[src/rtl/parity_pkg.sv]
// -----------------------------------------------------------------------------
// parity_pkg
// Shared definitions for the XOR parity accumulator.
//   frame_state_t : frame FSM state (IDLE = no frame open, ACCUM = frame open)
//   count_width() : width needed to hold a word count of 0..max_words
// -----------------------------------------------------------------------------
package parity_pkg;

    typedef enum logic {
        IDLE  = 1'b0,
        ACCUM = 1'b1
    } frame_state_t;

    // A count must represent MAX_WORDS itself, hence the +1.
    function automatic int count_width(input int max_words);
        return $clog2(max_words + 1);
    endfunction

endpackage

[src/rtl/xor_reduce_tree.sv]
// -----------------------------------------------------------------------------
// xor_reduce_tree
// Purely combinational WIDTH-to-1 XOR reduction.
// The tree is built by splitting the vector in half and recursing, so the
// result is a balanced tree of two-input XORs of depth ceil(log2(WIDTH)).
// Ports:
//   data   in  WIDTH  vector to reduce
//   parity out 1      XOR of all bits of data
// -----------------------------------------------------------------------------
module xor_reduce_tree #(
    parameter int WIDTH = 8
) (
    input  logic [WIDTH-1:0] data,
    output logic             parity
);

    generate
        if (WIDTH == 1) begin : g_leaf
            assign parity = data[0];
        end else begin : g_split
            localparam int LO_W = WIDTH / 2;
            localparam int HI_W = WIDTH - LO_W;

            logic lo_parity;
            logic hi_parity;

            xor_reduce_tree #(.WIDTH(LO_W)) u_lo (
                .data   (data[LO_W-1:0]),
                .parity (lo_parity)
            );

            xor_reduce_tree #(.WIDTH(HI_W)) u_hi (
                .data   (data[WIDTH-1:LO_W]),
                .parity (hi_parity)
            );

            assign parity = lo_parity ^ hi_parity;
        end
    endgenerate

endmodule

[src/rtl/xor_parity_accum.sv]
// -----------------------------------------------------------------------------
// xor_parity_accum
// Accumulates a stream of WIDTH-bit words into column parity (bitwise XOR of
// all words) and row parity (XOR of all bits) per frame, with even/odd sense
// chosen on the first beat of each frame. A frame closes on in_last or when
// MAX_WORDS words have been taken; the result is held in a registered
// valid/ready output stage.
// Ports:
//   clk, rst_n                          clock, async active-low reset
//   in_valid/in_ready/in_data/in_last   input word stream
//   odd_mode                            1 = odd parity (first beat of frame)
//   out_valid/out_ready                 result handshake
//   out_col_parity                      column parity of the frame
//   out_row_parity                      row parity of the frame
//   out_count                           words in the frame (1..MAX_WORDS)
//   out_overflow                        frame closed by MAX_WORDS, not in_last
// -----------------------------------------------------------------------------
module xor_parity_accum
    import parity_pkg::*;
#(
    parameter  int WIDTH     = 8,
    parameter  int MAX_WORDS = 16,
    localparam int CW        = count_width(MAX_WORDS)
) (
    input  logic             clk,
    input  logic             rst_n,
    input  logic             in_valid,
    output logic             in_ready,
    input  logic [WIDTH-1:0] in_data,
    input  logic             in_last,
    input  logic             odd_mode,
    output logic             out_valid,
    input  logic             out_ready,
    output logic [WIDTH-1:0] out_col_parity,
    output logic             out_row_parity,
    output logic [CW-1:0]    out_count,
    output logic             out_overflow
);

    localparam logic [CW-1:0] MAX_COUNT = CW'(MAX_WORDS);

    frame_state_t     state_reg, state_next;
    logic [WIDTH-1:0] acc_reg,   acc_next;
    logic [CW-1:0]    cnt_reg,   cnt_next;
    logic             mode_reg,  mode_next;

    logic             out_valid_reg, out_valid_next;
    logic [WIDTH-1:0] col_reg;
    logic             row_reg;
    logic [CW-1:0]    count_reg;
    logic             overflow_reg;

    logic             beat;
    logic             close;
    logic [CW-1:0]    cnt_plus;
    logic [WIDTH-1:0] acc_fold;
    logic             fold_parity;
    logic             frame_mode;

    // The output stage frees up in the same cycle the consumer takes it, so
    // a stalled producer resumes without a bubble.
    assign in_ready = !out_valid_reg || out_ready;
    assign beat     = in_valid && in_ready;

    // acc and cnt are zero while IDLE, so the fold works for first beats too.
    assign cnt_plus   = cnt_reg + 1'b1;
    assign acc_fold   = acc_reg ^ in_data;
    assign frame_mode = (state_reg == IDLE) ? odd_mode : mode_reg;
    assign close      = beat && (in_last || (cnt_plus == MAX_COUNT));

    xor_reduce_tree #(.WIDTH(WIDTH)) u_row_tree (
        .data   (acc_fold),
        .parity (fold_parity)
    );

    always_comb begin
        state_next = state_reg;
        acc_next   = acc_reg;
        cnt_next   = cnt_reg;
        mode_next  = mode_reg;

        if (beat) begin
            if (close) begin
                state_next = IDLE;
                acc_next   = '0;
                cnt_next   = '0;
            end else begin
                state_next = ACCUM;
                acc_next   = acc_fold;
                cnt_next   = cnt_plus;
                if (state_reg == IDLE) begin
                    mode_next = odd_mode;
                end
            end
        end
    end

    // A closing beat wins over a transfer: the new result replaces the old
    // one and out_valid stays high.
    always_comb begin
        out_valid_next = out_valid_reg;
        if (close) begin
            out_valid_next = 1'b1;
        end else if (out_valid_reg && out_ready) begin
            out_valid_next = 1'b0;
        end
    end

    always_ff @(posedge clk or negedge rst_n) begin
        if (!rst_n) begin
            state_reg     <= IDLE;
            acc_reg       <= '0;
            cnt_reg       <= '0;
            mode_reg      <= 1'b0;
            out_valid_reg <= 1'b0;
            col_reg       <= '0;
            row_reg       <= 1'b0;
            count_reg     <= '0;
            overflow_reg  <= 1'b0;
        end else begin
            state_reg     <= state_next;
            acc_reg       <= acc_next;
            cnt_reg       <= cnt_next;
            mode_reg      <= mode_next;
            out_valid_reg <= out_valid_next;
            if (close) begin
                col_reg      <= acc_fold ^ {WIDTH{frame_mode}};
                row_reg      <= fold_parity ^ frame_mode;
                count_reg    <= cnt_plus;
                overflow_reg <= !in_last;
            end
        end
    end

    assign out_valid      = out_valid_reg;
    assign out_col_parity = col_reg;
    assign out_row_parity = row_reg;
    assign out_count      = count_reg;
    assign out_overflow   = overflow_reg;

endmodule

[config.mk]
export PLATFORM = sky130hd
export DESIGN_NAME = xor_parity_accum
export DESIGN_NICKNAME = d
export VERILOG_FILES = /design/src/rtl/parity_pkg.sv /design/src/rtl/xor_reduce_tree.sv /design/src/rtl/xor_parity_accum.sv
export SDC_FILE = /design/constraint.sdc
export NUM_CORES = 1
export LEC_CHECK = 0
export BUFFER_PORTS_ARGS = -buffer_cell sky130_fd_sc_hd__buf_2
export CORE_UTILIZATION = 49
export DETAILED_ROUTE_END_ITERATION = 16
export PLACE_DENSITY = 0.86
export SLEW_MARGIN = 10
export SYNTH_ARGS = -nofsm -noshare
export SYNTH_HDL_FRONTEND = slang
export SYNTH_SLANG_ARGS = --single-unit
[constraint.sdc]
create_clock -name clk -period 1.85 [get_ports clk]
set_clock_uncertainty 0.05 [all_clocks]
set_input_delay 0.4625 -clock clk [delete_from_list [all_inputs] [get_ports clk]]
set_output_delay 0.4625 -clock clk [all_outputs]
set_load 0.005 [all_outputs]
# Word level (Yosys, flattened, before mapping)
# Cells that the tools add are included.
# W data, S select, Z words.
[totals]
reg_bits = 31
in_bits = 14
word_cells = 37
[op_classes]
n_addsub = 1
n_eq_ne = 1
n_mux = 6
n_bitwise = 11
reduce_logical = 9
[ops]
columns = ["op", "count"]
rows = [
  ["$xor A8 B8 Y8", 2],
  ["$mux W8", 1],
  ["$xor A1 B1 Y1", 8],
  ["$add A5 B1 Y5 const B", 1],
  ["$eq A5 B5 Y1 const B", 1],
  ["$mux W5", 1],
  ["$mux W1", 4],
  ["$logic_and A1 B1 Y1", 3],
  ["$logic_not A1 Y1", 2],
  ["$logic_or A1 B1 Y1", 2],
  ["$reduce_and A2 Y1", 1],
  ["$reduce_bool A2 Y1", 1],
  ["$not A1 Y1", 1],
]

# Logic depth before layout (Yosys ltp)
# Gate-level depths: netlist of run 1.
[logic_depth]
depth_word = 6
ltp_mapped = 7
ltp_nobuf = 5

# Cells and area by module
# Synthesis of run 1 repeated with hierarchy kept, for this count alone.
[unflattened]
cells_unflattened = 167
hier_area_um2 = 1725.4
[by_module_without_submodules]
columns = ["mod", "n_inst", "cells_each", "area_each_um2", "seq_area_each_um2"]
rows = [
  ["xor_parity_accum", 1, 152, 1604.0, 775.7],
  ["xor_reduce_tree at u_row_tree ...", 7, 1, 8.8, 0.0],
  ["xor_reduce_tree at u_row_tree.g_split.u_hi.g_split.u_hi.g_split.u_hi ...", 8, 1, 7.5, 0.0],
]

# Worst setup path before layout of run 1
# Ideal clock, no wire load.
[synth_path]
path_type = "flip-flop to flip-flop"
start = "register state_reg"
end = "register row_reg (netlist: out_row_parity)"
arrival_time_ps = 1765
required_time_ps = 1675
slack_ps = -90
stages_incl_launch_ff = 6
synth_period_minus_slack_ps = 1940
cell_sequence = "dfrtp_1 mux2i_4 xnor2_1 xor3_1 xnor2_1 mux2_2"
[synth_between]
elab_chain_len = 2
[synth_lines]
columns = ["item", "line", "text"]
rows = [
  ["from (decl)", "xor_parity_accum.sv:42", "frame_state_t state_reg, state_next;"],
  ["from (signal assigned)", "xor_parity_accum.sv:121", "state_reg <= state_next;"],
  ["$mux W1", "-", ""],
  ["$xor A1 B1 Y1", "xor_parity_accum.sv:128", "row_reg <= fold_parity ^ frame_mode;"],
  ["to (signal assigned)", "xor_parity_accum.sv:128", ""],
  ["to (decl)", "xor_parity_accum.sv:49", "logic row_reg;"],
]
# No other way between the ends.
# A chain may end at the register's enable or synchronous reset.

# Worst setup path in the final report of run 1
[layout_path]
start = "register cnt_reg[0]"
end = "register row_reg (netlist: out_row_parity)"
[layout_between]
elab_chain_len = 4
[layout_lines]
columns = ["item", "line", "text"]
rows = [
  ["from (decl)", "xor_parity_accum.sv:44", "logic [CW-1:0] cnt_reg, cnt_next;"],
  ["from (signal assigned)", "xor_parity_accum.sv:123", "cnt_reg <= cnt_next;"],
  ["$add A5 B1 Y5", "xor_parity_accum.sv:66", "assign cnt_plus = cnt_reg + 1'b1;"],
  ["$eq A5 B5 Y1", "xor_parity_accum.sv:69", "assign close = beat && (in_last || (cnt_plus == MAX_COUNT));"],
  ["$logic_or A1 B1 Y1", "xor_parity_accum.sv:69", ""],
  ["$logic_and A1 B1 Y1", "xor_parity_accum.sv:69", ""],
]
# No other way between the ends.

==> results.cfg, run 1 <==
[final_layout]
fin_nets = 223
fin_cells = 253
antenna_cells = 0
syn_to_final_growth_pct = 35.3
drive_above_1_share = 0.426

[synthesis]
ys_seq_elements = 31
yosys.area.top_type = dfrtp_1
synth_cell_types = 30
seq_area_frac_synth = 0.483
syn_area_sq_mm = 0.00161
synth_flop_cell = dfrtp_1
synth_cells = 145
ys_top_cells_by_area = dfrtp_1, xnor2_1, mux2_2, o21ai_0, nor2b_1
async_flop_share = 1.00
synth_fp_nets = 160
synth_edf_count = 0
yosys_warnings = 0
synth_area_per_cell_sq_um = 11.1
synthTopCellsByCount = dfrtp_1, o21ai_0, xnor2_1
synth.top_cell.area_share = 0.483
synth.most_common_cell = dfrtp_1

[die]
die_area_sq_mm = 0.00351
initial_utilization = 0.522
core-area_sq_mm = 0.00308
io_pins = 31
die_height_um = 59.2
rows = 20
die_x_um = 59.2

[clock_tree]
cts_hold_buf = 0
clk_pin_slew_ns = 0.10
cts.sinks = 31
cts_tree = built
clock-root-buffer = clkbuf_4
cts-htree-levels = 2
insertion_delay_ns = 0.35
cts.path.max_buffers = 2
numCtsBuffers = 5

[sta]
worst_pin_slew_ns = 0.676
setup_viol_count_final = 0
setup_tns_ns = 0
timing.final.crit_share = 0.992
rsz0062_at_grt = yes
fmax_mhz = 545
hold_viol = 0
relSlewSlack = 0.549
slew_viol_final = 0
fin_ws_ns = 0.0142
fin_crit_ns = 1.84

[setup_path]
crit_required_ns = 2.04
cp_max_fo = 6
endpoint_kind = flop
crit_type = flop to flop
start_kind = flop
reg2reg_slack_ns = 0.01
reg2reg_from = cnt_reg[0]$_DFFE_PN0P_
reg2regPathDepth = 7
startpoint = cnt_reg[0]$_DFFE_PN0P_
r2r-end = out_row_parity$_DFFE_PN0P_
critPathArrivalTime_ns = 2.03

[global_route]
antenna_found_initial = 0
grt_pass1_wl_mm = 5.91
grt-ovfl-total = 0
first_global_vias = 1371
grt_use_total = 0.235
grt_max_degree = 32

[run]
maxCapViolations = 0

[place]
dp_slack_ns = -0.203
dpl.cell_count = 235
dpl.hpwl_mm = 2.45
gp_congestion = 0.846
port-buffer-count = 30

[routing]
dr.pass1.iters = 4
num_vias = 1318
drt_wl_total_mm = 3.57
drt_iter0_markers = 25
vias_per_cell = 5.21
wl_per_cell_um = 14.1
drc = 0
antenna_left = 0

[status]
status = finished clean

[power]
peakVddDrop_v = 0.000478
p_leak_nw = 1.07
finalPower_mw = 2.21
p_per_area_mw_per_mm2 = 1020

[worst_hold_path]
min_path_type = input port to asynchronous set/reset pin
==> power breakdown <==
part	total, mW	internal (mW)	switching [mW]
Sequential	0.950	0.842	0.109
Combinational	0.791	0.474	0.317
Clock	0.471	0.223	0.248
==> area by class of cell <==
type                    count  area [sq um]
well taps                  44          55.1
inverters                   6          22.5
flip-flops and latches     31           777
multi-input cells         103           838
fillers                   234           906
repair buffers             61           410
clock buffers               8          68.8
==> per-layer routing <==
metal | up-vias | track usage | routed length, um
li1 | 618 | - | -
met1 | 645 | 0.277 | 1490
met2 | 43 | 0.385 | 1790
met3 | 12 | 0.0480 | 171
met4 | 0 | 0.156 | 118
met5 | - | 0 | 0
==> placed cells by master (no fill, tap or decap), types with 2 or more instances in the layout <==
cell type   n
a22o_1      6
xor2_1      3
mux2i_1     4
inv_1       6
nand2b_1    3
buf_6       2
nand3_1     2
clkbuf_8    2
nor2_1      3
nor2b_1    11
buf_4      27
or2_2       2
mux2_4      5
a21oi_1     4
nand2_1    10
o21ai_1     2
clkbuf_4    5
xnor2_1    14
xor2_2      2
or3_1       2
dfrtp_1    30
buf_2      30
mux2_2      5
o21ai_0    12
==> logic make-up after synthesis <==
| family | count (synthesis) | synth area share |
|---|---|---|
| mux | 16 | 0.115 |
| flops | 31 | 0.483 |
| fa+ha+maj | 1 | 0.00779 |
| compound gates | 28 | 0.110 |
| buf+inv | 11 | 0.0288 |
| simple gates | 37 | 0.122 |
| xor+xnor | 21 | 0.132 |
==> worst max-delay path, cell delays in order (launching register included) <==
cell	delay [ns]
dfrtp_2	0.46
nand2_2	0.08
mux2i_2	0.24
and3_4	0.23
o21a_4	0.14
buf_12	0.12
buf_8	0.12
mux2_4	0.30
==> how the worst max path moves through the flow <==
stage          depth (start not counted)                             to  slack [ns]
2_1_floorplan                          7  out_col_parity[3]$_DFFE_PN0P_       0.007
3_3_place_gp                           6     out_row_parity$_DFFE_PN0P_       -0.12
3_5_place_dp                           6     out_row_parity$_DFFE_PN0P_       -0.20
4_1_cts                                6  out_col_parity[7]$_DFFE_PN0P_       0.004
5_1_grt                                7  out_col_parity[3]$_DFFE_PN0P_       -0.04
6_report                               7     out_row_parity$_DFFE_PN0P_        0.01
==> metrics by stage <==
stage | hold WS, ns | util | instance area, sq um
4_1_cts | 0.100 | 0.665 | 2050
5_1_grt | 0.137 | 0.706 | 2170
3_5_place_dp | 0.438 | 0.636 | 1960
6_report | 0.0902 | 0.706 | 2170
3_3_place_gp | 0.423 | 0.636 | 1960
2_1_floorplan | 0.117 | - | 1610
==> what timing repair did <==
item / CTS / global route
hold endpoints to repair: 0 / 0
resized for setup: 1 / 20
pin swaps: 1 / 3
buffers inserted: 2 / 8
setup endpoints to repair: 9 / 17
No activity file was read; power rests on OpenSTA's default activity.
==> run 2: changes to the inputs <==
Settings changed: ABC_AREA from default to 1, CORE_UTILIZATION 49 to 55, CTS_CLUSTER_DIAMETER from default to 80, PLACE_DENSITY 0.86 to 0.9.
Clock period 1.85 ns to 2.3 ns, I/O delays scaled along.
==> run 2 against run 1 <==
The flow now finishes with violations (DRC). Sequential power fell by 14%. Clock power shrank 22%. Total power decreased by 17%. Critical path depth grew 4. Routed wire length decreased by 19%. Largest power group unchanged. Highest routed layer unchanged.
==> results.cfg, run 2 <==
[status]
status = finished, violations left
violations = DRC

[setup_path]
reg2reg_slack_ns = 0.38
reg2regPathDepth = 11
cp_max_fo = 32
cp_slowest_cell = dfrtp_1
crit_type = flop to flop
crit_required_ns = 2.50
r2r-end = cnt_reg[3]$_DFFE_PN0P_
crit_top_cell = nand2_1
reg2reg_from = cnt_reg[0]$_DFFE_PN0P_
start_kind = flop
cp_cell_sequence = ha_1 > nand2_1 > inv_1 > nand2_1 > nand2_1 > nand2_1 > nand3_1 > nand2_2 > nand2_4 > nand2_4 > o21ai_0
critPathArrivalTime_ns = 2.12
worst_path_largest_cell_delay_ns = 0.43
endpoint_kind = flop

[synthesis]
synth.most_common_cell = nand2_1
synth_fp_nets = 214
synth.top_cell.area_share = 0.471
yosys_warnings = 0
ys_seq_elements = 31
synth_flop_cell = dfrtp_1
syn_area_sq_mm = 0.00165
synthTopCellsByCount = nand2_1, dfrtp_1, inv_1
yosys.area.top_type = dfrtp_1
synth_cells = 199
synth_edf_count = 0
async_flop_share = 1.00
synth_area_per_cell_sq_um = 8.27
ys_top_cells_by_area = dfrtp_1, nand2_1, inv_1, xnor2_1, o22ai_2
seq_area_frac_synth = 0.471
synth_cell_types = 17

[final_layout]
drive_above_1_share = 0.223
fin_nets = 247
final_common_cell = nand2_1
fillers = 233
mostFrequentLayoutCells = nand2_1, dfrtp_1, buf_2
syn_to_final_growth_pct = 13.2
seqCellArea_sq_um = 776
antenna_cells = 0
multi_input_area_sq_um = 738

[global_route]
first_global_vias = 1219
grt_max_degree = 33
grt_pass1_wl_mm = 5.00
grt_use_total = 0.206
grt-ovfl-total = 0
antenna_found_initial = 0

[clock_tree]
numCtsBuffers = 5
cts_tree = built
cts.path.max_buffers = 2
cts.sinks = 31
insertion_delay_ns = 0.33
cts_hold_buf = 0
clk_pin_slew_ns = 0.09
cts-resized-gates = 0
clock-root-buffer = clkbuf_4
cts-htree-levels = 2
post_cts.repair.setup_buffers = 0

[routing]
dr.pass1.iters = 10
drt_wl_total_mm = 2.90
drt_iter0_markers = 39
vias_per_cell = 4.90
num_vias = 1294
antenna_left = 0
drc = 8
wl_per_cell_um = 11.0

[power]
peakVddDrop_v = 0.000414
p_per_area_mw_per_mm2 = 981
p_leak_nw = 1.03
finalPower_mw = 1.83

[sta]
hold_slack_ns = 0.219
fin_crit_ns = 1.92
setup_viol_count_final = 0
fin_ws_ns = 0.385
fmax_mhz = 522
slew_viol_final = 0
timing.final.crit_share = 0.833
setup_tns_ns = 0
hold_viol = 0
rsz0062_at_grt = no
relSlewSlack = 0.547
worst_pin_slew_ns = 0.680

[die]
io_pins = 31
initial_utilization = 0.587
rows = 19
die_height_um = 56.7
core-area_sq_mm = 0.00281
die_area_sq_mm = 0.00321
die_x_um = 56.7

[run]
maxCapViolations = 0

[place]
gp_congestion = 0.786
dp_slack_ns = 0.220
dpl.hpwl_mm = 2.10
port-buffer-count = 30

[worst_hold_path]
min_path_type = input port to asynchronous set/reset pin
[run 2: changes by cell type in the layout (fill, tap and decap cells not counted), moves of 5 or more]
cell / delta
o22ai_2: +6
nor2b_1: -11
a22o_1: -6
mux2_4: -5
mux2_2: -5
buf_4: -27
nand3_1: +5
inv_1: +17
xnor2_1: -5
nand2_1: +72
[run 2: per-layer routing]
| layer | share of wire | track usage | vias to the layer above |
|---|---|---|---|
| li1 | - | - | 691 |
| met1 | 0.47 | 0.229 | 572 |
| met2 | 0.47 | 0.364 | 26 |
| met3 | 0.048 | 0.0691 | 5 |
| met4 | 0.015 | 0.0750 | 0 |
| met5 | 0 | 0 | - |
[run 2: how the worst max path moves through the flow]
stage                                start                      to  cells past startpoint
finish              cnt_reg[0]$_DFFE_PN0P_  cnt_reg[3]$_DFFE_PN0P_                     11
global route        cnt_reg[0]$_DFFE_PN0P_  acc_reg[3]$_DFFE_PN0P_                     11
CTS                 cnt_reg[0]$_DFFE_PN0P_  cnt_reg[3]$_DFFE_PN0P_                     11
detailed placement               out_ready  cnt_reg[3]$_DFFE_PN0P_                      8
global placement                 out_ready    mode_reg$_DFFE_PN0P_                      9
floorplan                        out_ready   state_reg$_DFFE_PN0P_                      8
[run 2: kinds of logic (layout without fill, tap and decap cells)]
logic type               Yosys count  in the layout  share of synthesized area
adder cells (fa/ha/maj)            1              1                    0.00760
AO/OA/AOI/OAI                     29             29                      0.122
buffers and inverters             28             62                     0.0798
XOR/XNOR                          16             16                     0.0852
AND/OR/NAND/NOR                   94             94                      0.233
flip-flops                        31             31                      0.471
[run 2: critical path, delay by kind of cell (launching register included)]
family          cells  cell delay (ns)
buf+inv             1             0.08
simple gates        8             0.84
fa+ha+maj           1             0.21
compound gates      1             0.22
flops               1             0.43
[run 2: where the power goes]
group,total (mW),leakage (nW),internal [mW],switching [mW]
Clock,0.368,0.0386,0.180,0.189
Combinational,0.638,0.601,0.283,0.355
Sequential,0.821,0.391,0.708,0.113
Total,1.83,1.03,1.17,0.657
[run 2: stage by stage]
step / cells / area (sq um) / util
after floorplan: 199 / 1650 / -
after global placement: 256 / 1790 / 0.639
after detailed placement: 256 / 1790 / 0.639
after CTS: 264 / 1860 / 0.664
after global routing: 264 / 1860 / 0.664
final: 264 / 1860 / 0.664
[run 2: final cells by class]
cell class,count,share of cell area
Multi-Input combinational cell,140,0.397
Tap cell,31,0.0208
Inverter,24,0.0484
Timing Repair Buffer,30,0.0806
Sequential cell,31,0.417
Clock buffer,8,0.0370
==> run 3: changes to the inputs <==
Settings changed: CORE_UTILIZATION 55 to 49, PLACE_DENSITY 0.9 to 0.86.
Clock period 2.3 ns to 1.6 ns, I/O delays scaled along.
==> run 3 against run 2 <==
The flow finishes with violations (setup timing). Via count increased by 9.6%. Worst setup slack got worse by 0.39 ns. Flip-flop and latch count unchanged. Count of clock-buffer cells in the layout decreased by 2. Die area increased by 12%. Register-to-register slack got worse by 0.39 ns. Hold slack got worse by 0.029 ns. Final area increased by 9.7%. Critical path type unchanged. Critical endpoint is now out_col_parity[7]$_DFFE_PN0P_.
==> results.cfg, run 3 (synthesis gave the netlist of run 2 again) <==
[clock_tree]
insertion_delay_ns = 0.35
cts.path.max_buffers = 2
cts-htree-levels = 2
clk_pin_slew_ns = 0.10
cts_tree = built
cts.sinks = 31
numCtsBuffers = 5
clock-root-buffer = clkbuf_4

[power]
swShare = 0.354
p_leak_nw = 1.11
combPwrFrac = 0.376
switching_power_mw = 1.04
seqPwrFrac = 0.400
internal_power_mw = 1.90
clkPwrFrac = 0.223
finalPower_mw = 2.94
p_per_area_mw_per_mm2 = 1440
peakVddDrop_v = 0.000800

[die]
initial_utilization = 0.526
core-area_sq_mm = 0.00313
io_pins = 31
die_height_um = 59.9
die_area_sq_mm = 0.00359
rows = 20
die_x_um = 59.9

[final_layout]
design_area_sq_mm = 0.00204
fillers = 255
mostFrequentLayoutCells = nand2_1, dfrtp_1, buf_2
fin_nets = 260
final_common_cell = nand2_1
seqCellArea_sq_um = 776
multi_input_area_sq_um = 761
drive_above_1_share = 0.285
antenna_cells = 0
syn_to_final_growth_pct = 24.1

[setup_path]
cp_top_family = simple AND/OR/NAND/NOR gates
endpoint_kind = flop
start_kind = flop
path_buf_inv = 2
crit_required_ns = 1.78
cp_max_fo = 18
cp_cell_sequence = ha_2 > nand2_2 > inv_2 > nand2_1 > nand2_1 > nand2_1 > nand3_1 > nand2_2 > nand2_4 > buf_8 > nand2_1 > o21ai_0
cp_slowest_cell = dfrtp_1
critPathArrivalTime_ns = 1.78
worst_path_largest_cell_delay_ns = 0.40
crit_top_cell = nand2_1
crit_type = flop to flop

[routing]
antenna_left = 0
num_vias = 1418
vias_per_cell = 4.89
drt_iter0_markers = 49
wl_per_cell_um = 11.6
drc = 0
drt_wl_total_mm = 3.37
dr.pass1.iters = 4

[sta]
relSlewSlack = 0.740
hold_viol = 0
hold_slack_ns = 0.190
fmax_mhz = 623
fin_ws_ns = -0.00633
rsz0062_at_grt = yes
setup_viol_count_final = 1
timing.final.crit_share = 1.00
slew_viol_final = 0
fin_crit_ns = 1.61
worst_pin_slew_ns = 0.389

[place]
dpl.hpwl_mm = 2.43
dpl_cell_area_sq_mm = 0.00191
port-buffer-count = 30
gp_congestion = 0.778

[global_route]
grt_use_total = 0.213
grt_pass1_wl_mm = 5.39
antenna_found_initial = 0
first_global_vias = 1220
grt_max_degree = 19
grt-ovfl-total = 0

[worst_hold_path]
min_path_type = input port to flop

[status]
status = finished, violations left
violations = setup timing

[run]
maxCapViolations = 0
run 3: cell count changes in the layout (fill, tap and decap cells not counted), sizes merged:
| cell | previous run | this run |
|---|---|---|
| dlygate4sd3 | 0 | 1 |
| buf | 30 | 42 |
| clkbuf | 8 | 6 |
| clkinv | 0 | 1 |
| bufinv | 0 | 1 |
run 3: path summary, 6_finish.rpt:
kind | from | end | slack [ns] | cells past startpoint
setup / recovery | cnt_reg[0]$_DFFE_PN0P_ | out_col_parity[7]$_DFFE_PN0P_ | -0.006 | 12
hold / removal | in_last | out_overflow$_DFFE_PN0P_ | 0.19 | 2
setup reg to reg | cnt_reg[0]$_DFFE_PN0P_ | out_col_parity[7]$_DFFE_PN0P_ | -0.006 | 12
hold reg to reg | out_col_parity[4]$_DFFE_PN0P_ | out_col_parity[4]$_DFFE_PN0P_ | 0.43 | 2
max in group asynchronous | rst_n | acc_reg[1]$_DFFE_PN0P_ | 0.64 | 3
min in group asynchronous | rst_n | acc_reg[6]$_DFFE_PN0P_ | 0.44 | 2
run 3: stage by stage:
step / setup slack, ns / std cells / TNS (ns) / util
detailed placement: -0.0317 / 280 / -0.0640 / 0.610
global route: -0.105 / 290 / -1.43 / 0.653
CTS: -0.0135 / 290 / -0.0208 / 0.644
global placement: 0.0485 / 280 / 0 / 0.610
finish: -0.00633 / 290 / -0.00633 / 0.653
floorplan: 0.0273 / 199 / 0 / -
run 3: power by group through the flow:
stage | Clock (mW) | Sequential (mW) | Combinational [mW]
after detailed placement | 0 | 1.19 | 1.06
after global routing | 0.695 | 1.21 | 1.26
after floorplan | 0 | 1.19 | 0.643
final | 0.658 | 1.18 | 1.11
after global placement | 0 | 1.17 | 1.01
after CTS | 0.662 | 1.17 | 1.08
run 3: final cells by class:
type / instances / area share
sequential: 31 / 0.380
multi-input combinational: 140 / 0.373
timing repair buffer: 43 / 0.134
inverter: 24 / 0.0441
tap: 44 / 0.0270
clock buffer: 6 / 0.0251
clock inverter: 2 / 0.0172
run 3: layer usage:
metal | vias to the layer above | share of wire | global-route usage
li1 | 720 | - | -
met1 | 653 | 0.46 | 0.249
met2 | 36 | 0.47 | 0.344
met3 | 9 | 0.044 | 0.0758
met4 | 0 | 0.024 | 0.110
met5 | - | 0 | 0
run 3: timing repair:
action                     CTS  global route
setup buffers                1             0
resized for setup            1            13
pin swaps                    0             0
hold endpoints to repair    15             0
hold buffers                 1             0
setup endpoints to repair   10            30
